<file path="config.mk">
export PLATFORM = sky130hd
export DESIGN_NAME = mem_access_stage
export DESIGN_NICKNAME = d
export VERILOG_FILES = /design/src/rtl/mem_access_stage_pkg.sv /design/src/rtl/mem_access_stage_wait_timer.sv /design/src/rtl/mem_access_stage.sv
export SDC_FILE = /design/constraint.sdc
export NUM_CORES = 1
export LEC_CHECK = 0
export ABC_AREA = 1
export BUFFER_PORTS_ARGS = -buffer_cell sky130_fd_sc_hd__buf_2
export CAP_MARGIN = 5
export CORE_UTILIZATION = 30
export CTS_CLUSTER_DIAMETER = 60
export DETAILED_ROUTE_END_ITERATION = 16
export GPL_TIMING_DRIVEN = 0
export SLEW_MARGIN = 20
export SYNTH_ARGS = -nofsm -noshare
export SYNTH_HDL_FRONTEND = slang
export SYNTH_SLANG_ARGS = --single-unit
</file>
<file path="constraint.sdc">
create_clock -name CLK -period 2 [get_ports CLK]
set_clock_uncertainty 0.2 [all_clocks]
set_input_delay 0.3 -clock CLK [delete_from_list [all_inputs] [get_ports CLK]]
set_output_delay 0.3 -clock CLK [all_outputs]
set_load 0.005 [all_outputs]
</file>
<file path="src/rtl/mem_access_stage_pkg.sv">
// Shared types and constants for the memory-access stage of the RISC Toy core.
// Also holds the entry record layout and the write-back value selector.
package mem_access_stage_pkg;

    localparam int DATA_W    = 32;
    localparam int REG_W     = 5;
    localparam int WB_RW_BIT = 1;

    typedef enum logic {
        ST_IDLE   = 1'b0,
        ST_ACCESS = 1'b1
    } mem_state_e;

    typedef struct packed {
        logic              valid;
        logic              mem_read;
        logic              mem_write;
        logic              sel_pc4;
        logic [1:0]        wb_control;
        logic [DATA_W-1:0] alu_result;
        logic [DATA_W-1:0] pc_plus_4;
        logic [DATA_W-1:0] store_data;
        logic [REG_W-1:0]  rd;
    } entry_t;

    // A timed-out load returns zero instead of whatever is on the read bus.
    function automatic logic [DATA_W-1:0] sel_wb_value(
        input entry_t            e,
        input logic              timed_out,
        input logic [DATA_W-1:0] rdata
    );
        logic [DATA_W-1:0] v;
        if (e.mem_read) begin
            v = timed_out ? {DATA_W{1'b0}} : rdata;
        end else if (e.sel_pc4) begin
            v = e.pc_plus_4;
        end else begin
            v = e.alu_result;
        end
        return v;
    endfunction

endpackage

</file>
<file path="src/rtl/mem_access_stage_wait_timer.sv">
// Wait-cycle counter for an outstanding data-memory access.
// Flags timeout once MAX_WAIT-1 unanswered cycles have been counted.
module mem_wait_timer
    import mem_access_stage_pkg::*;
#(
    parameter int MAX_WAIT = 16,
    parameter int WAIT_W   = 8
) (
    input  logic CLK,
    input  logic RSTN,
    input  logic clear_i,
    input  logic inc_i,
    output logic timeout_o
);

    logic [WAIT_W-1:0] count_q;
    logic [WAIT_W-1:0] count_d;

    // Clear has priority; the counter never wraps since every access starts from zero.
    always_comb begin
        count_d = count_q;
        if (clear_i) begin
            count_d = {WAIT_W{1'b0}};
        end else if (inc_i) begin
            count_d = count_q + {{(WAIT_W-1){1'b0}}, 1'b1};
        end else begin
            count_d = count_q;
        end
    end

    // Counter register.
    always_ff @(posedge CLK or negedge RSTN) begin
        if (!RSTN) begin
            count_q <= {WAIT_W{1'b0}};
        end else begin
            count_q <= count_d;
        end
    end

    assign timeout_o = (count_q == WAIT_W'(MAX_WAIT - 1));

endmodule

</file>
<file path="src/rtl/mem_access_stage.sv">
// Memory stage: holds the EX/MEM entry, runs the load/store handshake and
// produces the MEM/WB inputs plus the upstream freeze.
module mem_access_stage
    import mem_access_stage_pkg::*;
#(
    parameter int MAX_WAIT = 16,
    parameter int WAIT_W   = 8
) (
    input  logic              CLK,
    input  logic              RSTN,
    input  logic              ex_valid,
    input  logic              ex_mem_read,
    input  logic              ex_mem_write,
    input  logic              ex_sel_pc4,
    input  logic [1:0]        ex_wb_control,
    input  logic [31:0]       ex_alu_result,
    input  logic [31:0]       ex_pc_plus_4,
    input  logic [31:0]       ex_store_data,
    input  logic [4:0]        ex_rd,
    output logic              dmem_req,
    output logic              dmem_we,
    output logic [31:0]       dmem_addr,
    output logic [31:0]       dmem_wdata,
    input  logic              dmem_ready,
    input  logic [31:0]       dmem_rdata,
    output logic              stall_upstream,
    output logic [1:0]        WB_control,
    output logic [31:0]       wb_value,
    output logic [4:0]        rd,
    output logic              Stall,
    output logic              fwd_valid,
    output logic [31:0]       fwd_value,
    output logic              bus_err
);

    entry_t     entry_q;
    entry_t     entry_d;
    mem_state_e state_q;
    mem_state_e state_d;
    logic       bus_err_q;
    logic       bus_err_d;

    logic       wait_to_s;
    logic       in_access_s;
    logic       done_s;
    logic       timeout_s;
    logic       retire_s;
    logic       stall_s;
    logic       start_acc_s;
    logic [31:0] wb_value_s;

    mem_wait_timer #(
        .MAX_WAIT (MAX_WAIT),
        .WAIT_W   (WAIT_W)
    ) u_timer (
        .CLK       (CLK),
        .RSTN      (RSTN),
        .clear_i   (~stall_s),
        .inc_i     (stall_s),
        .timeout_o (wait_to_s)
    );

    // Access status: completion, timeout, retire and freeze.
    always_comb begin
        in_access_s = (state_q == ST_ACCESS);
        done_s      = dmem_ready | wait_to_s;
        timeout_s   = in_access_s & wait_to_s & ~dmem_ready;
        retire_s    = entry_q.valid & (~in_access_s | done_s);
        stall_s     = entry_q.valid & in_access_s & ~done_s;
        start_acc_s = ex_valid & (ex_mem_read | ex_mem_write);
    end

    // Next entry, next state and sticky error; a frozen stage ignores ex_* inputs.
    always_comb begin
        entry_d   = entry_q;
        state_d   = state_q;
        bus_err_d = bus_err_q | timeout_s;
        if (!stall_s) begin
            entry_d.valid      = ex_valid;
            entry_d.mem_read   = ex_mem_read;
            entry_d.mem_write  = ex_mem_write;
            entry_d.sel_pc4    = ex_sel_pc4;
            entry_d.wb_control = ex_wb_control;
            entry_d.alu_result = ex_alu_result;
            entry_d.pc_plus_4  = ex_pc_plus_4;
            entry_d.store_data = ex_store_data;
            entry_d.rd         = ex_rd;
            state_d            = start_acc_s ? ST_ACCESS : ST_IDLE;
        end else begin
            entry_d = entry_q;
            state_d = state_q;
        end
    end

    // Entry, FSM state and error flag registers.
    always_ff @(posedge CLK or negedge RSTN) begin
        if (!RSTN) begin
            entry_q   <= '0;
            state_q   <= ST_IDLE;
            bus_err_q <= 1'b0;
        end else begin
            entry_q   <= entry_d;
            state_q   <= state_d;
            bus_err_q <= bus_err_d;
        end
    end

    // Memory port is only driven while an access is outstanding.
    always_comb begin
        dmem_req   = 1'b0;
        dmem_we    = 1'b0;
        dmem_addr  = 32'h0000_0000;
        dmem_wdata = 32'h0000_0000;
        case (state_q)
            ST_ACCESS: begin
                dmem_req   = 1'b1;
                dmem_we    = entry_q.mem_write;
                dmem_addr  = entry_q.alu_result;
                dmem_wdata = entry_q.store_data;
            end
            default: begin
                dmem_req   = 1'b0;
                dmem_we    = 1'b0;
                dmem_addr  = 32'h0000_0000;
                dmem_wdata = 32'h0000_0000;
            end
        endcase
    end

    assign wb_value_s     = sel_wb_value(entry_q, timeout_s, dmem_rdata);
    assign stall_upstream = stall_s;
    assign Stall          = ~retire_s;
    assign WB_control     = entry_q.wb_control;
    assign rd             = entry_q.rd;
    assign wb_value       = wb_value_s;
    assign fwd_valid      = retire_s & entry_q.wb_control[WB_RW_BIT];
    assign fwd_value      = wb_value_s;
    assign bus_err        = bus_err_q;

endmodule

</file>
==> results of run 1 <==
## logic make-up after synthesis
logic type | share of synthesized area [%]
and+or+nand+nor | 33.2
buffers and inverters | 15.6
DFF | 45.3
AOI/OAI and AO/OA | 5.27
xor gates and xnor gates | 0.407
adders and majority gates | 0.194
## sequential cells by signal, indices dropped and copies added (netlist names)
| register | flops |
|---|---|
| entry_q | 100 |
| u_timer.count_q | 8 |
| rd | 5 |
| WB_control | 2 |
| bus_err | 1 |
| in_access_s | 1 |
## synth_stat cells
| cell | number |
|---|---|
| clkbuf_1 | 34 |
| nor2_4 | 1 |
| o21ai_0 | 33 |
| buf_4 | 40 |
| buf_6 | 3 |
| xnor2_1 | 2 |
| inv_2 | 2 |
| buf_1 | 18 |
| nand3_2 | 2 |
| a21oi_1 | 32 |
| buf_2 | 14 |
| o21bai_1 | 2 |
| xor2_1 | 1 |
| nor2_2 | 1 |
| nand2_1 | 323 |
| dfrtp_1 | 117 |
| nand4_1 | 108 |
| nand3_1 | 35 |
| nor2_1 | 12 |
| ha_1 | 1 |
| inv_1 | 106 |
## per-stage QoR
stage / instances / utilization (%) / worst slack (ns) / setup TNS [ns]
after detailed placement: 1445 / 39.1 / -0.798 / -78.04
after global placement: 1444 / 38.9 / -1.16 / -211.30
final: 1626 / 57.0 / -0.525 / -47.19
after global routing: 1625 / 57.0 / -0.632 / -66.20
after CTS: 1616 / 53.3 / -0.506 / -50.74
after floorplan: 887 / - / 0.0402 / 0
## routing by layer
metal | GRT usage (%) | vias to the layer above | wire, µm
li1 | - | 3713 | -
met1 | 29.3 | 3729 | 11100
met2 | 40.3 | 326 | 13800
met3 | 5.03 | 60 | 1530
met4 | 7.89 | 0 | 726
met5 | 0 | - | 0
## placed cells by master (no fill, tap or decap), drive strengths merged
cell type,count
xnor2,2
clkbuf,48
nor2,14
xor2,1
dlygate4sd3,108
nand2,323
buf,401
o21bai,2
diode,2
dfrtp,117
o21ai,33
ha,1
clkinv,6
nand3,37
bufinv,2
inv,110
clkinvlp,4
a21oi,32
nand4,108
## power by group
part / internal [µW] / switching, µW / total, µW / leakage, µW
combinational: 1230 / 1110 / 2340 / 0.00487
clock: 1840 / 1180 / 3020 / 0.000273
sequential: 2560 / 138 / 2700 / 0.00139
## how the worst min path moves through the flow
stage | from | to | cells after the start
after floorplan | RSTN | WB_control[0]$_DFFE_PN0N_ | 0
after global placement | bus_err$_DFF_PN0_ | bus_err$_DFF_PN0_ | 2
after detailed placement | RSTN | bus_err$_DFF_PN0_ | 1
after CTS | RSTN | entry_q[65]$_DFFE_PN0N_ | 2
after global routing | RSTN | entry_q[63]$_DFFE_PN0N_ | 2
final | RSTN | bus_err$_DFF_PN0_ | 2
## what timing repair did
item / CTS / global route
pin swaps: 19 / 19
resized for setup: 258 / 195
hold buffers: 108 / 0
endpoints found under the setup margin: 249 / 226
buffers inserted: 21 / 7
hold endpoints to repair: 149 / 0
cloned: 11 / 7
## final cells by class
cell class,count,area share [%]
antenna,2,0.0416
buffer,106,8.28
clock buffer,18,3.57
clock inverter,14,1.27
inverter,108,3.39
multi-input combinational,553,27.2
sequential,117,24.4
tap,275,2.86
timing repair buffer,433,29.0
==> impl_results.md, run 1 <==
- CP Class: reg -> out
- Fmax: 396 MHz
- Clk pin slew, worst setup/hold paths: 0.06 ns
- R2r setup slk: -0.19 ns
- Failing checks: setup timing
- Layout cells sized above 1: ~46%
- CP Buf/Inv Count: 4
- Static Leakage: 0.00654 µW
- CTS root buf: clkbuf_16
- R2R Path Start: u_timer.count_q[0]$_DFF_PN0_
- Sequential-to-total area share from yosys stat: 45.3%
- Wire per inst: 16.7 µm
- Reg2Reg Depth: 13
- Critical path fanouts, max: 8
- Area of the multi-input gates: 3270 µm²
- Peak VDD IR: 0.573 mV
- Yosys reg bits: 117
- Maxcap violations: 0
- Antenna violations before repair: 1
- Latest clock arrival within the worst-skew pair: ~0.42 ns
- Grt ovf: 0
- Clock sinks: approximately 120
- Final Cycle Share: 126%
- Cell family with most CP delay: buffers and inverters
- Crit. Startpoint: u_timer.count_q[0]$_DFF_PN0_
- Top-level I/O count: ~280
- H-tree levels: 4
- RSZ-0062 raised after global routing: true
- Slowest CP cell: dfrtp_1
- CTS tree: done
- Rel. slew slack: between 50 and 60%
- I/O Buffers: 282
- Initial core utilization: between 30% and 40%
- Rows: 53
- Post-synth top area cell: dfrtp_1
- Worst hold margin: about 0.16 ns
- Setup crit start kind: register
- Top-area cell type share of the netlist area: a little under half
- DRT iter0 DRCs: ~400
- 1st-pass router iterations: 7
- PD cells: between 600 and 700 nW/µm²
- Avg Cell Area, Syn: about 7.3 µm²
- Worst endpoint required time: 1.50 ns
- Drt total wl: 27,200 µm
- Most frequent CP cell: buf_6
- Post-route cell area: 12,000 µm²
- Slew of the pin with the lowest slew margin: just over 0.6 ns
- DRC: 0
- Top cells by area, synth: dfrtp_1 (45%), nand2_1 (19%), nand4_1 (10%)
- Synth Warn #: 0
- Syn Nets: 1,030
- Final min period: 2.52 ns
- Total die area: 22,100 µm²
- Largest net degree at the start of global routing: 77
- Worst path cell trace: ha_2 > nand2_2 > nor2_4 > nand4_1 > buf_6 > clkbuf_16 > nand3_2 > nand2_2 > buf_6 > buf_6
- Register area: ~2900 µm²
- Filler Cell Count: 1,852
- Die width: ~150 µm
- DP Wirelength: 16,500 µm
- First-pass GRT wire length: 39,800 µm
- Crit path depth: 10
- Arrival time worst endpoint: 2.02 ns
- Die height: 149 µm
- Vias per inst: a little under 5
- Cells after Synth: 887
- Synthesized cell area: 6460 µm²
- Status: finished with violations
- GR Util All Layers: 23.5%
- Worst Setup End Kind: primary output
- Capturing point of the worst reg2reg path: entry_q[74]$_DFFE_PN0N_
- Gpl congestion: 0.820
- Number of global-route vias before repair: 7,642
- Largest stage delay on the critical path: 0.36 ns
- Number of buffers inserted during clock tree synthesis: 17
- Final Max Slew Viols: 0
- Pwr Total: 8060 µW
- Core Footprint: 21,100 µm²
- Final hold vios: 0
- HP Class: in -> async
- Nets@finish: 1,479
- End point of the critical path: wb_value[24]
- Layout area overhead: 86.3%
- DP Area: 8250 µm²
- Synth unique cells: 21
- Vias: between 7,000 and 8,000
- Worst setup margin: -0.525 ns
- Maximum root-to-sink buffer count: 2
- Final ANT Viol Nets: 0
- # setup viols final: 184
Note: power is estimated with default switching activity, not from simulation.
==> inputs of run 2 (changes only) <==
- GPL_TIMING_DRIVEN: 0 -> default
- SETUP_SLACK_MARGIN: default -> 0.1
- clock period: 2 -> 2.3 ns (I/O delays scaled with it)
==> run 2 against run 1 <==
Compared with the run above:
- the flow still finishes with violations (setup timing)
- combinational power decreased by 39%
- via count decreased by 7.8%
- non-clock buffer count fell by 115
- final cell count is 7.2% lower
- utilization decreased by 8.4 points
- critical path depth decreased by 1
- power down 17%
==> impl_results.md, run 2 (same netlist as run 1, synthesis figures left out) <==
- R2R Path Start: u_timer.count_q[0]$_DFF_PN0_
- Reg2Reg Depth: 9 (-4)
- Setup crit start kind: register
- Final Max Slew Viols: 0 (unchanged)
- Layout area overhead: 58.9%
- Maximum root-to-sink buffer count: 2 (unchanged)
- Number of global-route vias before repair: 6,994 (-8.5%)
- Crit. Startpoint: u_timer.count_q[0]$_DFF_PN0_
- Largest net degree at the start of global routing: 86 (+12%)
- Rel. slew slack: 69.0% (+9.5 points)
- Die height: 149 µm (unchanged)
- Worst endpoint required time: 1.75 ns (+0.25 ns)
- H-tree levels: 4 (unchanged)
- Slew of the pin with the lowest slew margin: 0.465 ns (-0.143 ns)
- Cell family with most CP delay: buffers and inverters
- Core Footprint: 21,100 µm² (unchanged)
- Failing checks: setup timing
- Static Leakage: 0.00583 µW (-11%)
- Fmax: 412 MHz
- Met3 WL: 1220 µm (-20%)
- Antenna violations before repair: 1 (unchanged)
- PD cells: 650 nW/µm² (-3.0%)
- Vias: 7,219 (-7.8%)
- Crit path depth: 9 (-1)
- Met2 WL: 11,500 µm (-17%)
- Wire per inst: 15.6 µm (-6.8%)
- CTS tree: done
- Latest clock arrival within the worst-skew pair: 0.40 ns (-0.02 ns)
- RSZ-0062 raised after global routing: true
- Grt ovf: 0 (unchanged)
- DRT iter0 DRCs: 399 (-0.75%)
- Most frequent cells in the layout: nand2_1 (292), buf_2 (262), dfrtp_1 (113)
- Critical path fanouts, max: 8 (unchanged)
- Worst setup margin: -0.127 ns (+0.398 ns)
- Drt total wl: 23,600 µm (-13%)
- Ant diodes: 0 (-2)
- Status: finished with violations
- Worst path cell trace: ha_2 > nand2_4 > nor2_4 > nand4_1 > buf_6 > buf_16 > nand3_2 > nand2_2 > buf_2
- Largest stage delay on the critical path: 0.35 ns (about the same)
- Number of buffers inserted during clock tree synthesis: 17 (unchanged)
- Final min period: 2.43 ns
- Worst Setup End Kind: primary output
- CP Class: reg -> out
- CP Buf/Inv Count: 3 (-1)
- Top reg by flops: entry_q
- Clk pin slew, worst setup/hold paths: 0.05 ns (about the same)
- First-pass GRT wire length: 36,500 µm (-8.4%)
- Arrival time worst endpoint: 1.88 ns (-0.14 ns)
- HP Class: in -> async
- Layout cells sized above 1: 34.4% (-12 points)
- DP Wirelength: 13,300 µm (-19%)
- Worst hold margin: 0.221 ns (+0.0577 ns)
- Final ANT Viol Nets: 0 (unchanged)
- Vias per inst: 4.78 (-0.63%)
- Peak VDD IR: 0.473 mV (-17%)
- Leading cell type in the layout, fill and taps excluded: nand2_1
- # setup viols final: 64 (-65%)
- End point of the critical path: wb_value[19]
- Utilization after layout: 48.7% (-8.4 points)
- Total die area: 22,100 µm² (unchanged)
- Rows: 53 (unchanged)
- Nets@finish: 1,364 (-7.8%)
- Gpl congestion: 0.772 (-5.9%)
- Final hold vios: 0 (unchanged)
- Final Cycle Share: 106%
- Max Used Layer: met5
- 1st-pass router iterations: 6 (-1)
- Setup TNS: -6.20 ns (+40.99 ns)
- Capturing point of the worst reg2reg path: entry_q[60]$_DFFE_PN0N_
- I/O Buffers: 282 (unchanged)
- Top-level I/O count: 283 (unchanged)
- Wire length on met1: 10,500 µm (-6.2%)
- Clock sinks: 117 (unchanged)
- DRC: 0 (unchanged)
- Initial core utilization: 30.6% (unchanged)
- Die width: 149 µm (unchanged)
- CTS root buf: clkbuf_16
- R2r setup slk: 0.32 ns (+0.51 ns)
- Max FFs per register: 100 (unchanged)
- Pwr Total: 6670 µW (-17%)
- Maxcap violations: 0 (unchanged)
- GR Util All Layers: 21.2% (-2.3 points)
- Slowest CP cell: dfrtp_1
-- run 2: area by class of cell --
class                   instances  area (µm²)
inverters                     108         405
fillers                      2022       10800
well taps                     275         344
multi-input cells             553        2870
clock inverters                12         176
clock buffers                  20         467
flip-flops and latches        117        2940
repair buffers                424        3070
-- run 2: worst register-to-register path, stage by stage (launching register included) --
cell	delay, ns
dfrtp_1	0.38
ha_2	0.22
nand2_4	0.07
nor2_4	0.03
buf_4	0.14
nand3_4	0.08
buf_4	0.15
buf_12	0.34
nand4_1	0.20
nand2_1	0.10
-- run 2: timing repair --
action | in CTS | in global routing
pin swaps | 8 | 10
hold buffers | 108 | 0
gates resized for setup | 32 | 72
setup endpoints to repair | 67 | 67
cloned | 3 | 1
setup buffers | 7 | 4
endpoints found under the hold margin | 134 | 0
-- run 2: metal layers --
layer	GRT usage [%]	up-vias
met5	0	-
met4	7.22	2
met3	3.80	26
met2	34.3	267
met1	28.4	3453
li1	-	3471
-- run 2: how the worst min path moves through the flow --
stage / to / slack [ns] / cells after the start
2_1_floorplan: WB_control[0]$_DFFE_PN0N_ / -0.15 / 0
3_3_place_gp: bus_err$_DFF_PN0_ / 0.11 / 1
3_5_place_dp: bus_err$_DFF_PN0_ / 0.11 / 1
4_1_cts: bus_err$_DFF_PN0_ / 0.22 / 2
5_1_grt: bus_err$_DFF_PN0_ / 0.25 / 2
6_report: bus_err$_DFF_PN0_ / 0.22 / 2
-- run 2: power breakdown --
group	total (µW)	leakage [µW]	internal [µW]	switching [µW]
sequential	2370	0.00139	2230	143
clock	2870	0.000312	1900	969
combinational	1430	0.00412	692	738
-- run 2: per-stage QoR --
step | std cells | setup WS, ns | instance area [µm²]
2_1_floorplan | 887 | 0.295 | 6460
6_report | 1509 | -0.127 | 10300
3_3_place_gp | 1355 | 0.254 | 7900
5_1_grt | 1509 | -0.216 | 10300
3_5_place_dp | 1355 | 0.233 | 7900
4_1_cts | 1505 | -0.121 | 9880
